$ cat src/rtl/iter_cmp_unit_pkg.sv
// Shared core types: comparison opcodes, iterative comparator states and
// the eq/lt to branch-result mapping.
package CorePack;

   typedef enum logic [2:0] {
      CMP_NO  = 3'd0,
      CMP_EQ  = 3'd1,
      CMP_NE  = 3'd2,
      CMP_LT  = 3'd3,
      CMP_GE  = 3'd4,
      CMP_LTU = 3'd5,
      CMP_GEU = 3'd6,
      CMP7    = 3'd7
   } cmp_op_enum;

   typedef enum logic [1:0] {
      IDLE = 2'd0,
      SCAN = 2'd1,
      DONE = 2'd2
   } iter_cmp_state_enum;

   // eq covers all chunks scanned so far; lt comes from the first differing chunk.
   function automatic logic map_result(cmp_op_enum op, logic eq, logic lt);
      logic res;
      res = 1'b0;
      case (op)
         CMP_EQ:           res = eq;
         CMP_NE:           res = !eq;
         CMP_LT, CMP_LTU:  res = lt;
         CMP_GE, CMP_GEU:  res = !lt;
         default:          res = 1'b0;
      endcase
      return res;
   endfunction

endpackage

$ cat src/rtl/iter_cmp_unit_cmp_chunk.sv
// Combinational unsigned equality / less-than of one operand chunk.
module cmp_chunk #(
   parameter int CHUNK = 16
) (
   input  logic [CHUNK-1:0] a_chunk,
   input  logic [CHUNK-1:0] b_chunk,
   output logic             eq,
   output logic             lt
);

   assign eq = (a_chunk == b_chunk);
   assign lt = (a_chunk <  b_chunk);

endmodule

$ cat src/rtl/iter_cmp_unit.sv
// Multi-cycle branch comparator: scans operands CHUNK bits per cycle from the
// MSB end, stopping at the first differing chunk.
module iter_cmp_unit
   import CorePack::*;
#(
   parameter int WIDTH = 64,
   parameter int CHUNK = 16
) (
   input  logic             clk,
   input  logic             rst,
   input  logic             in_valid,
   output logic             in_ready,
   input  logic [WIDTH-1:0] a,
   input  logic [WIDTH-1:0] b,
   input  cmp_op_enum       cmp_op,
   output logic             out_valid,
   input  logic             out_ready,
   output logic             cmp_res
);

   localparam int N     = WIDTH / CHUNK;
   localparam int IDX_W = (N > 1) ? $clog2(N) : 1;
   localparam logic [IDX_W-1:0] IDX_LAST = IDX_W'(N - 1);
   localparam logic [WIDTH-1:0] MSB_MASK = WIDTH'(1) << (WIDTH - 1);

   generate
      if (WIDTH % CHUNK != 0) begin : g_bad_width
         $error("iter_cmp_unit: WIDTH must be a multiple of CHUNK");
      end
   endgenerate

   iter_cmp_state_enum state_q, state_d;
   logic [IDX_W-1:0]   idx_q, idx_d;
   logic [WIDTH-1:0]   a_q, a_d;
   logic [WIDTH-1:0]   b_q, b_d;
   cmp_op_enum         op_q, op_d;
   logic               out_valid_q, out_valid_d;
   logic               cmp_res_q, cmp_res_d;

   logic [CHUNK-1:0]   a_chunks [N];
   logic [CHUNK-1:0]   b_chunks [N];
   logic [CHUNK-1:0]   a_sel, b_sel;
   logic               chunk_eq, chunk_lt;

   // Chunk 0 is the most significant slice.
   for (genvar g = 0; g < N; g++) begin : g_chunks
      assign a_chunks[g] = a_q[WIDTH-1-g*CHUNK -: CHUNK];
      assign b_chunks[g] = b_q[WIDTH-1-g*CHUNK -: CHUNK];
   end

   assign a_sel = a_chunks[idx_q];
   assign b_sel = b_chunks[idx_q];

   cmp_chunk #(.CHUNK(CHUNK)) u_cmp_chunk (
      .a_chunk (a_sel),
      .b_chunk (b_sel),
      .eq      (chunk_eq),
      .lt      (chunk_lt)
   );

   always_comb begin
      state_d     = state_q;
      idx_d       = idx_q;
      a_d         = a_q;
      b_d         = b_q;
      op_d        = op_q;
      out_valid_d = out_valid_q;
      cmp_res_d   = cmp_res_q;
      case (state_q)
         IDLE: begin
            if (in_valid) begin
               a_d   = a;
               b_d   = b;
               op_d  = cmp_op;
               idx_d = '0;
               // Flipping both sign bits turns a signed compare into an unsigned one.
               if (cmp_op == CMP_LT || cmp_op == CMP_GE) begin
                  a_d = a ^ MSB_MASK;
                  b_d = b ^ MSB_MASK;
               end
               if (cmp_op == CMP_NO || cmp_op == CMP7) begin
                  state_d     = DONE;
                  out_valid_d = 1'b1;
                  cmp_res_d   = 1'b0;
               end else begin
                  state_d = SCAN;
               end
            end
         end
         SCAN: begin
            if (!chunk_eq || idx_q == IDX_LAST) begin
               state_d     = DONE;
               out_valid_d = 1'b1;
               cmp_res_d   = map_result(op_q, chunk_eq, chunk_lt);
            end else begin
               idx_d = idx_q + 1'b1;
            end
         end
         DONE: begin
            if (out_ready) begin
               state_d     = IDLE;
               out_valid_d = 1'b0;
            end
         end
         default: begin
            state_d     = IDLE;
            out_valid_d = 1'b0;
         end
      endcase
   end

   always_ff @(posedge clk) begin
      if (rst) begin
         state_q     <= IDLE;
         idx_q       <= '0;
         out_valid_q <= 1'b0;
         cmp_res_q   <= 1'b0;
      end else begin
         state_q     <= state_d;
         idx_q       <= idx_d;
         out_valid_q <= out_valid_d;
         cmp_res_q   <= cmp_res_d;
      end
   end

   // Operand and opcode holding registers carry no reset; they are only
   // read while a request is in flight.
   always_ff @(posedge clk) begin
      a_q  <= a_d;
      b_q  <= b_d;
      op_q <= op_d;
   end

   assign in_ready  = (state_q == IDLE);
   assign out_valid = out_valid_q;
   assign cmp_res   = cmp_res_q;

endmodule

$ cat config.mk
export PLATFORM = sky130hd
export DESIGN_NAME = iter_cmp_unit
export DESIGN_NICKNAME = d
export VERILOG_FILES = /design/src/rtl/iter_cmp_unit_pkg.sv /design/src/rtl/iter_cmp_unit_cmp_chunk.sv /design/src/rtl/iter_cmp_unit.sv
export SDC_FILE = /design/constraint.sdc
export NUM_CORES = 1
export LEC_CHECK = 0
export ABC_AREA = 1
export CORE_MARGIN = 2
export CORE_UTILIZATION = 49
export DETAILED_ROUTE_END_ITERATION = 12
export PLACE_DENSITY = 0.79
export SLEW_MARGIN = 25
export SYNTH_ARGS = -nofsm -noshare
export SYNTH_HDL_FRONTEND = slang
export SYNTH_SLANG_ARGS = --single-unit
$ cat constraint.sdc
create_clock -name clk -period 10.7 [get_ports clk]
set_input_delay 2.675 -clock clk [delete_from_list [all_inputs] [get_ports clk]]
set_output_delay 2.675 -clock clk [all_outputs]
set_load 0.005 [all_outputs]
# After elaboration in Yosys (flattened, before gate mapping)
# Cells that the tools add are included.
[word_totals] regBits=137 input_bits=135 output_inout_bits=3 word_cells=72
[classes] addsub=1 n_lt_le_gt_ge=2 eq_ne=18 muxes=26 n_bitwise=3 reduce_logical=15
[ops] cell="two-way mux 64 bit" n=2
[ops] cell="binary-select mux 16 bit (select 2 bit)" n=2
[ops] cell="two-way mux 16 bit" n=4
[ops] cell="equality test 16 bit" n=1
[ops] cell="< comparator 16 bit" n=1
[ops] cell="equality test 3 bit (second input constant)" n=5
[ops] cell="two-way mux 2 bit" n=6
[ops] cell="equality test 3 x 2 -> 1 bit (second input constant)" n=3
[ops] cell="inequality test 2 bit (second input constant)" n=4
[ops] cell="AND reduction 4 bit" n=2
[ops] cell="two-way mux 1 bit" n=7
[ops] cell="case mux 2 bit (3 select lines)" n=1
[ops] cell="AND reduction 3 bit" n=2
[ops] cell="equality test 2 bit (second input constant)" n=2
[ops] cell="case mux 1 bit (4 select lines)" n=1
[ops] cell="case mux 2 bit (2 select lines)" n=1
[ops] cell="OR reduction 2 bit" n=2
[ops] cell="equality test 3 x 1 -> 1 bit (second input constant)" n=1
[ops] cell=">= comparator 3 bit (second input constant)" n=1
[ops] cell="zero test 3 bit" n=1
[ops] cell="logical OR 1 bit" n=3
[ops] cell="NOT 2 -> 3 bit" n=1
[ops] cell="case mux 1 bit (3 select lines)" n=1
[ops] cell="adder 2 x 1 -> 2 bit (second input constant)" n=1
[ops] cell="8 further kinds" n=10

# Longest topological paths before layout
# Gate-level depths: netlist of the first run.
[depth] ltp_word=9 depth_mapped=17 mapped_depth_nobuf=15

# By module
# Synthesis of the first run repeated with hierarchy kept, for this count alone.
[hier_totals] cells_unflattened=454 hier_area_um2=5681.7
[by_module_without_submodules] module="iter_cmp_unit" n_inst=1 cells_each=384 area_each_um2=5252.5 seq_area_each_um2=4053.9
[by_module_without_submodules] module="cmp_chunk" n_inst=1 cells_each=70 area_each_um2=429.2 seq_area_each_um2=0.0

# Least setup slack after synthesis of the first run
# OpenSTA, ideal clock, no wires.
[synth_timing] kind="in2reg" start="input in_valid" end="register a_q[0], in the netlist a_chunks[0], enable pin" setup_time_ns=0.622 arrival_ns=8.154 t_required_ns=10.078 path_slack_ns=1.924 path_stages=2 path_buffers=0 path_cell_list="inv_1 > nor2_1"
[synth_between] elab_chain_cells=1
[synth_lines] element="from (decl)" line_no="iter_cmp_unit.sv:11" text="input logic in_valid,"
[synth_lines] element="AND reduction 2 bit (no source line)"
[synth_lines] element="to (signal assigned)" line_no="iter_cmp_unit.sv:129" text="a_q <= a_d;"
[synth_lines] element="to (decl)" line_no="iter_cmp_unit.sv:34" text="logic [WIDTH-1:0] a_q, a_d;"
# No other way between the ends.
# A chain may end at the register's enable or synchronous reset.

# Final worst setup path of the first run
[layout_timing] start="input in_valid" end="register a_q[35], in the netlist a_chunks[35], enable pin"
# The elaborated chain is that of the path after synthesis.

==> results of run 1 <==
## worst max-delay path, cell delays in order
cell	delay [ns]
clkdlybuf4s50_1	0.48
inv_1	0.09
nor2_4	0.70
buf_6	0.73
## worst max path at each step
| stage | startpoint | endpoint | slack [ns] | cells after the start |
|---|---|---|---|---|
| 6_report | in_valid | a_chunks[35] | 5.98 | 4 |
| 5_1_grt | in_valid | a_chunks[51] | 5.82 | 4 |
| 4_1_cts | in_valid | a_chunks[33] | 5.96 | 4 |
| 3_5_place_dp | in_valid | a_chunks[21] | 5.52 | 4 |
| 3_3_place_gp | in_valid | a_chunks[7] | 5.33 | 4 |
| 2_1_floorplan | in_valid | a_chunks[0] | 1.92 | 2 |
## stage by stage
step           area, sq um  hold slack (ns)
2_1_floorplan         5670            0.444
3_3_place_gp          7170            0.443
3_5_place_dp          7170            0.458
4_1_cts               7780            0.468
5_1_grt               7780            0.490
6_report              7780            0.465
## placed cells by master (no fill, tap or decap)
| cell type | n |
|---|---|
| clkdlybuf4s50_1 | 137 |
| edfxtp_1 | 131 |
| nand2_1 | 84 |
| nor2_1 | 45 |
| o21ai_0 | 35 |
| a21oi_1 | 26 |
| inv_1 | 20 |
| ha_1 | 17 |
| clkbuf_16 | 17 |
| a32o_1 | 16 |
| o22ai_1 | 16 |
| nand3_1 | 6 |
| inv_6 | 6 |
| dfxtp_1 | 5 |
| inv_2 | 4 |
| nor3_1 | 3 |
| o21ai_1 | 3 |
| bufinv_16 | 3 |
| xor2_1 | 2 |
| nor2_2 | 2 |
| nor3_2 | 2 |
| nand3_2 | 2 |
| clkinv_4 | 2 |
| buf_4 | 2 |
| nor2_4 | 1 |
| nand2_2 | 1 |
| o21ai_2 | 1 |
| nand3b_1 | 1 |
| o2111ai_1 | 1 |
| nand4_1 | 1 |
| a31oi_1 | 1 |
| clkinv_2 | 1 |
| clkinvlp_4 | 1 |
| inv_8 | 1 |
| dfxtp_2 | 1 |
| buf_6 | 1 |
## layer usage
metal  share of wire (%)  up-vias
met1                  40     1868
met3                 5.3       12
met2                  54      130
li1                    -     1911
met5                   0        -
met4                 1.4        0
## layout make-up
type | instances | area, sq um
clock inverter | 14 | 184
timing repair buffer | 140 | 1400
fill | 792 | 3590
sequential | 137 | 4060
clock buffer | 17 | 425
tap | 143 | 179
inverter | 24 | 90.1
multi-input combinational | 266 | 1450
## kinds of logic (layout without fill, tap and decap cells)
logic type      after synthesis  count (layout)  share of synthesized area [%]
fa+ha+maj                    17              17                           3.75
xor+xnor                      2               2                          0.309
simple gates                148             148                           10.7
compound gates               99              99                           10.7
buf+inv                      44             195                           3.15
flops                       137             137                           71.5
## sequential cells by signal, indices dropped and copies added (netlist names)
register,cells
a_chunks,64
b_chunks,64
cmp_res,1
idx_q,2
op_q,3
out_valid,1
state_q,2
## synth_stat cells
cell type,n,share of area (%)
edfxtp_1,131,69
nand2_1,84,5.6
nor2_1,46,3.0
o21ai_0,35,3.1
a21oi_1,26,2.3
inv_1,21,1.4
ha_1,17,3.7
a32o_1,16,2.8
o22ai_1,16,1.8
buf_2,11,0.97
clkbuf_1,8,0.53
dfxtp_1,6,2.1
nand3_1,6,0.53
inv_2,3,0.20
nor3_1,3,0.26
o21ai_1,3,0.26
nand3_2,2,0.35
nor2_2,2,0.22
nor3_2,2,0.35
xor2_1,2,0.31
a31oi_1,1,0.11
buf_1,1,0.066
nand2_2,1,0.11
nand3b_1,1,0.13
nand4_1,1,0.11
o2111ai_1,1,0.15
o21ai_2,1,0.15
## power breakdown
part | total (mW) | leakage, nW | internal [mW] | switching (mW)
clock | 0.606 | 0.297 | 0.372 | 0.234
sequential | 0.678 | 1.30 | 0.659 | 0.0193
combinational | 0.275 | 1.30 | 0.116 | 0.159
total | 1.56 | 2.90 | 1.15 | 0.413
==> run metrics, run 1 <==
status=finished, final reports clean; Final ANT Viol Nets=0; Reg2Reg Depth=12; gr usage total=around a fifth; Tmin final=roughly 4.7 ns; R2R setup slack=approximately 7.4 ns; via-per-instance ratio=5.29; Worst Setup End Kind=flop; drt drc=0; Area growth, synth to finish=37.1%; Final Hold Vio Count=0; LEAKAGE=between 2 and 3 nW; Fin Setup TNS=0 ns; synthesis-stage register bit count=137; # diodes=0; synth warn=0; Mapped Cells=around 450; Tcrit/Tclk final=44.2%; htree depth=4; clock root buffer=clkbuf_16; first-pass GRT wire length=19900 microns; share of cells above drive strength 1=8.03%; hold path depth=2; number of library cell types mapped by synthesis=27; Core Rows=39; initial drt markers=roughly 210; RSZ-0062 raised after global routing=no; GR peak layer=met2; Setup Viol. Count Final=0; clk_lat worst skew=around 0.41 ns; hold path startpoint=out_valid; Reg-to-Reg Start=idx_q[1]; PortBufs=137; GRT met2 Usage=between 30 and 40%; Num CTS Buffers=17; CTS sink cnt=between 100 and 150; height of the die=roughly 110 microns; post-detail-place hpwl=approximately 8500 microns; Max FO, Critical Path=between 90 and 100; syn nets=around 600; fin worst setup slack=about 6.0 ns; Worst IR Drop VDD=103 uV; worst hold endpoint=out_valid; CTS tree=done; Final Wtd Congestion=a little under 0.8; dpl ws=between 5 and 6 ns; postcts setup bufs=0; sequential share of the synthesized area=a little under three quarters; Clock Tree Buf Depth=2; number of global-route vias before repair=4027; PwrDens=about 200 nW/um^2; Post-CTS Hold Buffers=0; critical path arrival=~4.8 ns; final instance count without filler cells=between 700 and 800; DR vias=approximately 4000; FF-to-FF End=idx_q[0]; Max Fclk=212 MHz; Fin Clk Skew=approximately 0.0078 ns; met3 Resource Use GR=5.44%; Die ar.=approximately 12000 sq um; final slew viol count=0; post_cts resized=0; Data required, critical path=about 11 ns; largest net degree at the start of global routing=100; Die X-Extent=~110 microns; IO Pins=between 100 and 150; MaxCap Viol Count=0; Mean Syn Cell Area=12.7 sq um; antenna violations before repair=0; Inst Count DP=710; worst hold path class=reg -> reg; Power Total=1.56 mW; Post-layout nets=738; Initial Utilization=about 50%; GR Layer Usage met1=25.3%; mapped cell area=approximately 5700 sq um; routed len/inst=about 17 microns; Post-Route WL=~13000 microns; grt ovf=0; Core Footprint=11400 sq um; Crit Path Class=in -> reg; startpoint types=primary input; Clk pin slew, worst setup/hold paths=approximately 0.06 ns; final core occ=around two thirds; worst-margin pin slew=0.891 ns; Slew HR=between 40% and 50%; DR pass1 iterations=4
No activity file was read; power rests on OpenSTA's default activity.
==> inputs of run 2 (changes only) <==
==> constraint.sdc (replaced) <==
create_clock -name clk -period 4.6 [get_ports clk]
set_input_delay 1.15 -clock clk [delete_from_list [all_inputs] [get_ports clk]]
set_output_delay 1.15 -clock clk [all_outputs]
set_load 0.005 [all_outputs]
==> run 2 against run 1 <==
Clock power up 140%. Register-to-register slack got worse by 5.9 ns. Clock-buffer cell count is 1 higher. Clock skew decreased by 0.0040 ns. Combinational power is 140% higher. Worst hold slack gained 0.011 ns. Sequential cell count is the same. Via count up 2.4%. Global-route usage grew 0.55 points. Total power up 140%. First-iteration DRC count is 36% higher. Die area stayed put. Critical endpoint is now idx_q[0].
==> run metrics, run 2 (same netlist as run 1, synthesis figures left out) <==
met3 Resource Use GR=6.21% (was 5.44%); Data required, critical path=4.93 ns (was 10.73 ns); worst hold path class=reg -> reg (unchanged); Die X-Extent=112 microns (unchanged); Tmin final=roughly 3.1 ns; Final Wtd Congestion=0.859 (was 0.787); routed len/inst=17.6 microns (was 17.3 microns); Initial Utilization=49.9% (unchanged); worst path cell trace=inv_2, o21ai_0, o22ai_1, ha_1, nand2_1, nor2_1, nand2_2, nor3_2, nand3_2, o21ai_2, o21ai_1, a21oi_1 (was clkdlybuf4s50_1, inv_1, nor2_4, buf_6); PortBufs=137 (unchanged); commonest cells after routing, fill and taps aside=137 x clkdlybuf4s50_1, 131 x edfxtp_1, 84 x nand2_1 (unchanged); largest net degree at the start of global routing=78 (was 100); postcts setup bufs=0 (unchanged); CTS sink cnt=137 (unchanged); antenna violations before repair=0 (unchanged); # diodes=0 (unchanged); critical path arrival=3.47 ns (was 4.76 ns); DR pass1 iterations=5 (was 4); Clock Tree Buf Depth=2 (unchanged); final slew viol count=0 (unchanged); GR Layer Usage met1=25.1% (was 25.3%); Post-layout nets=738 (unchanged); status=finished, final reports clean (unchanged); gr usage total=21.5% (was 20.9%); Slew HR=40.9% (was 40.5%); Num CTS Buffers=17 (unchanged); CTS tree=done (unchanged); via-per-instance ratio=5.41 (was 5.29); share of cells above drive strength 1=7.51% (was 8.03%); leading cell type in the layout, fill and taps excluded=clkdlybuf4s50_1 (unchanged); Area growth, synth to finish=37.7% (was 37.1%); post-detail-place hpwl=8740 microns (was 8510 microns); Placement Cell Area=7180 sq um (was 7170 sq um); LEAKAGE=2.91 nW (was 2.90 nW); Final Hold Vio Count=0 (unchanged); Max FO, Critical Path=48 (was 99); clk_lat worst skew=0.41 ns (about the same); Final ANT Viol Nets=0 (unchanged); Worst IR Drop VDD=266 uV (was 103 uV); drt drc=0 (unchanged); RSZ-0062 raised after global routing=no (unchanged); post-route cell area=7810 sq um (was 7780 sq um); Slowest cell on crit path=dfxtp_1 (was buf_6); critical path's top delay family=compound AO/OA/AOI/OAI gates (was buffers and inverters); Max Fclk=between 300 and 400 MHz; clock root buffer=clkbuf_16 (unchanged); Setup Viol. Count Final=0 (unchanged); Clk pin slew, worst setup/hold paths=0.05 ns (was 0.06 ns); Post-Route WL=13100 microns (was 12800 microns); WP buf/inv=1 (was 3); number of global-route vias before repair=4132 (was 4027); Post-CTS Hold Buffers=0 (unchanged); startpoint types=flop (was primary input); GRT met2 Usage=36.7% (unchanged); Die ar.=12500 sq um (unchanged); DR vias=4017 (was 3921); grt ovf=0 (unchanged); Core Rows=39 (unchanged); Fin Setup TNS=0 ns (unchanged); Filler cells=812 (was 792); final core occ=68.7% (was 68.4%); initial drt markers=286 (was 211); worst-margin pin slew=0.887 ns (was 0.891 ns); htree depth=4 (unchanged); post_cts resized=0 (unchanged); Fin Clk Skew=0.00380 ns (was 0.00781 ns); height of the die=112 microns (unchanged); MaxCap Viol Count=0 (unchanged); Core Footprint=11400 sq um (unchanged); Largest stage delay, worst path=0.77 ns (was 0.73 ns); IO Pins=138 (unchanged); Crit Path Class=reg -> reg (was in -> reg); Worst Setup End Kind=flop (unchanged); Tcrit/Tclk final=between 60 and 70%; first-pass GRT wire length=20300 microns (was 19900 microns); GR peak layer=met2 (unchanged); PwrDens=469 nW/um^2 (was 200 nW/um^2)
-- run 2: changes by cell type in the layout (fill, tap and decap cells not counted), sizes merged --
cell,change
inv,-7
clkinv,+6
bufinv,+2
clkbuf,+1
clkinvlp,-1
-- run 2: report_power, final --
| part | total [mW] | internal [mW] | leakage [nW] | switching [mW] |
|---|---|---|---|---|
| Clock | 1.44 | 0.955 | 0.311 | 0.485 |
| Sequential | 1.58 | 1.53 | 1.30 | 0.0460 |
| Combinational | 0.650 | 0.274 | 1.31 | 0.376 |
-- run 2: worst register-to-register path, stage by stage (launching register included) --
cell and delay (ns):
dfxtp_1 0.77, inv_2 0.55, o21ai_0 0.27, o22ai_1 0.19, ha_1 0.34, nand2_1 0.07
nor2_1 0.15, nand2_2 0.11, nor3_2 0.13, nand3_2 0.13, o21ai_2 0.12, o21ai_1 0.08
a21oi_1 0.15
-- run 2: final timing paths --
kind,start,end,slack [ns],cells past startpoint
min,cmp_res,cmp_res,0.48,2
max reg2reg,idx_q[1],idx_q[0],1.47,12
min reg2reg,cmp_res,cmp_res,0.48,2
max,idx_q[1],idx_q[0],1.47,12
-- run 2: cell type report --
| class | instances | area [sq um] | share of cell area (%) |
|---|---|---|---|
| Timing Repair Buffer | 140 | 1410 | 18.0 |
| Multi-Input combinational cell | 266 | 1450 | 18.5 |
| Tap cell | 143 | 179 | 2.29 |
| Inverter | 24 | 91.3 | 1.17 |
| Clock inverter | 14 | 203 | 2.59 |
| Clock buffer | 18 | 429 | 5.49 |
| Sequential cell | 137 | 4060 | 51.9 |
-- run 2: metal layers --
| layer | routed length (microns) | part of all wire, % | vias up |
|---|---|---|---|
| met5 | 0 | 0 | - |
| met4 | 310 | 2.4 | 0 |
| met3 | 921 | 7.0 | 22 |
| met2 | 6810 | 52 | 182 |
| met1 | 5040 | 39 | 1898 |
| li1 | - | - | 1915 |
-- run 2: per-stage QoR --
stage | power, mW | cells | setup slack (ns) | hold WS [ns]
2_1_floorplan | 1.98 | 447 | 1.02 | 0.444
3_3_place_gp | 2.21 | 710 | 1.45 | 0.457
3_5_place_dp | 2.24 | 710 | 1.42 | 0.467
4_1_cts | 3.68 | 742 | 1.55 | 0.476
5_1_grt | 3.83 | 742 | 1.33 | 0.512
6_report | 3.67 | 742 | 1.47 | 0.476
==> inputs of run 3 (changes only) <==
--- a/config.mk
+++ b/config.mk
@@ -7,9 +7,9 @@
 export LEC_CHECK = 0
 export ABC_AREA = 1
 export CORE_MARGIN = 2
-export CORE_UTILIZATION = 49
+export CORE_UTILIZATION = 45
 export DETAILED_ROUTE_END_ITERATION = 12
-export PLACE_DENSITY = 0.79
+export PLACE_DENSITY = 0.77
 export SLEW_MARGIN = 25
 export SYNTH_ARGS = -nofsm -noshare
 export SYNTH_HDL_FRONTEND = slang
==> constraint.sdc (replaced) <==
create_clock -name clk -period 2.7 [get_ports clk]
set_input_delay 0.675 -clock clk [delete_from_list [all_inputs] [get_ports clk]]
set_output_delay 0.675 -clock clk [all_outputs]
set_load 0.005 [all_outputs]
==> run 3 against run 2 <==
Sequential cell count unchanged. Critical path depth up 1. Worst hold slack worse by 0.016 ns. Core utilization down 4.8 points. Clock power up 76%. Clock-buffer cell count up 4. Routed wire length down 0.67%. Global-route usage down 1.7 points. Sequential share of layout area down 1.0 points. Non-clock buffer count up 6.
==> run metrics, run 3 (same netlist as run 1, synthesis figures left out) <==
status=finished, final reports clean (unchanged); # diodes=0 (unchanged); htree depth=4 (unchanged); Worst IR Drop VDD=526 uV (was 266 uV); leading cell type in the layout, fill and taps excluded=clkdlybuf4s50_1 (unchanged); postcts setup bufs=0 (unchanged); critical path's top delay family=simple AND/OR/NAND/NOR gates (was compound AO/OA/AOI/OAI gates); Post-CTS Hold Buffers=0 (unchanged); height of the die=116 microns (was 112 microns); crit path from=idx_q[0] (was idx_q[1]); Die X-Extent=116 microns (was 112 microns); MaxCap Viol Count=0 (unchanged); CTS tree=done (unchanged); critical path arrival=2.85 ns (was 3.47 ns); IO Pins=138 (unchanged); Core Rows=41 (was 39); Num CTS Buffers=17 (unchanged); worst path cell trace=inv_2, buf_4, o21ai_0, o22ai_1, ha_1, nand2_1, nor2_1, nand2_2, nor3_2, nand3_2, o2111ai_1, nand4_1, inv_1 (was inv_2, o21ai_0, o22ai_1, ha_1, nand2_1, nor2_1, nand2_2, nor3_2, nand3_2, o21ai_2, o21ai_1, a21oi_1); Tcrit/Tclk final=91.9% (was 68.1%); Setup Viol. Count Final=0 (unchanged); Clk pin slew, worst setup/hold paths=0.06 ns (was 0.05 ns); worst-margin pin slew=0.417 ns (was 0.887 ns); Core Footprint=12500 sq um (was 11400 sq um); Initial Utilization=45.5% (was 49.9%); CTS sink cnt=137 (unchanged); antenna violations before repair=0 (unchanged); initial drt markers=383 (was 286); crit path to=state_q[0] (was idx_q[0]); Slowest cell on crit path=dfxtp_2 (was dfxtp_1); Worst path depth=13 (was 12); Final ANT Viol Nets=0 (unchanged); worst hold path class=reg -> reg (unchanged); drt drc=0 (unchanged); post-detail-place hpwl=9070 microns (was 8740 microns); Die ar.=13500 sq um (was 12500 sq um); via-per-instance ratio=5.09 (was 5.41); PwrDens=796 nW/um^2 (was 469 nW/um^2); DR vias=3956 (was 4017); first-pass GRT wire length=19700 microns (was 20300 microns); final slew viol count=0 (unchanged); share of cells above drive strength 1=8.76% (was 7.51%); LEAKAGE=2.96 nW (was 2.91 nW); Crit Path Class=reg -> reg (unchanged); PortBufs=137 (unchanged); startpoint types=flop (unchanged); gr usage total=19.8% (was 21.5%); commonest cells after routing, fill and taps aside=137 x clkdlybuf4s50_1, 131 x edfxtp_1, 84 x nand2_1 (unchanged); Tmin final=2.48 ns (was 3.13 ns); Post-layout nets=744 (was 738); clk_lat worst skew=0.43 ns (was 0.41 ns); clock root buffer=clkbuf_16 (unchanged); R2R setup slack=0.22 ns (was 1.47 ns); Final Hold Vio Count=0 (unchanged); final instance count without filler cells=777 (was 742); Data required, critical path=3.07 ns (was 4.93 ns); FF-to-FF End=state_q[0] (was idx_q[0]); Max Fclk=403 MHz (was 319 MHz); Post-Route WL=13000 microns (was 13100 microns); DR pass1 iterations=4 (was 5); largest net degree at the start of global routing=79 (was 78); Fin Setup TNS=0 ns (unchanged); Reg-to-Reg Start=idx_q[0] (was idx_q[1]); Final Wtd Congestion=0.771 (was 0.859); routed len/inst=16.7 microns (was 17.6 microns); number of global-route vias before repair=3942 (was 4132); RSZ-0062 raised after global routing=no (unchanged); Power Total=6.34 mW (was 3.67 mW); WP buf/inv=3 (was 1); Worst Setup End Kind=flop (unchanged); Max FO, Critical Path=20 (was 48); Inst Count DP=745 (was 710); Fin Clk Skew=0.0234 ns (was 0.00380 ns); Largest stage delay, worst path=0.33 ns (was 0.77 ns); Clock Tree Buf Depth=2 (unchanged); Slew HR=72.2% (was 40.9%); Area growth, synth to finish=40.5% (was 37.7%); hold path depth=2 (unchanged); Filler cells=902 (was 812); Reg2Reg Depth=13 (was 12); grt ovf=0 (unchanged)
## run 3: timing repair
item / CTS / global route
resized for setup: 0 / 1
endpoints found under the hold margin: 0 / 0
setup endpoints to repair: 0 / 1
## run 3: per-layer routing
layer / global-route usage, % / routed length [microns] / up-vias / share of wire [%]
li1: - / - / 1927 / -
met5: 0 / 0 / - / 0
met1: 23.1 / 5150 / 1878 / 40
met3: 5.29 / 781 / 12 / 6.0
met2: 34.7 / 6930 / 139 / 53
met4: 7.78 / 131 / 0 / 1.0
## run 3: report_power, final
part	internal, mW	switching (mW)
clock network	1.69	0.841
registers	2.61	0.0711
logic	0.493	0.636
total	4.79	1.55
## run 3: metrics by stage
stage	util (%)	cell area (sq um)	hold slack, ns	setup WS, ns
after floorplan	-	5690	0.444	-0.328
after global placement	58.6	7310	0.455	0.307
after detailed placement	58.6	7310	0.459	0.243
after CTS	63.9	7970	0.468	0.226
after global routing	63.9	7970	0.482	0.0145
final	63.9	7970	0.460	0.218
## run 3: how the worst min path moves through the flow
stage,start,slack (ns),endpoint
finish,out_valid,0.46,out_valid
detailed placement,out_valid,0.46,out_valid
CTS,out_valid,0.47,out_valid
global route,out_valid,0.48,out_valid
floorplan,out_valid,0.44,out_valid
global placement,out_valid,0.46,out_valid
## run 3: worst reg2reg max path, cell delays in order, from the launching register on
cell       delay [ns]
dfxtp_2          0.33
inv_2            0.28
buf_4            0.27
o21ai_0          0.10
o22ai_1          0.28
ha_1             0.22
nand2_1          0.07
nor2_1           0.14
nand2_2          0.10
nor3_2           0.13
nand3_2          0.13
o2111ai_1        0.14
nand4_1          0.14
inv_1            0.08
## run 3: cell type report
| type | instances | area [sq um] | share of cell area (%) |
|---|---|---|---|
| Clock buffer | 22 | 464 | 5.83 |
| Clock inverter | 10 | 191 | 2.40 |
| Inverter | 24 | 103 | 1.29 |
| Timing Repair Buffer | 146 | 1490 | 18.7 |
| Multi-Input combinational cell | 266 | 1450 | 18.2 |
| Tap cell | 172 | 215 | 2.70 |
| Sequential cell | 137 | 4060 | 50.9 |
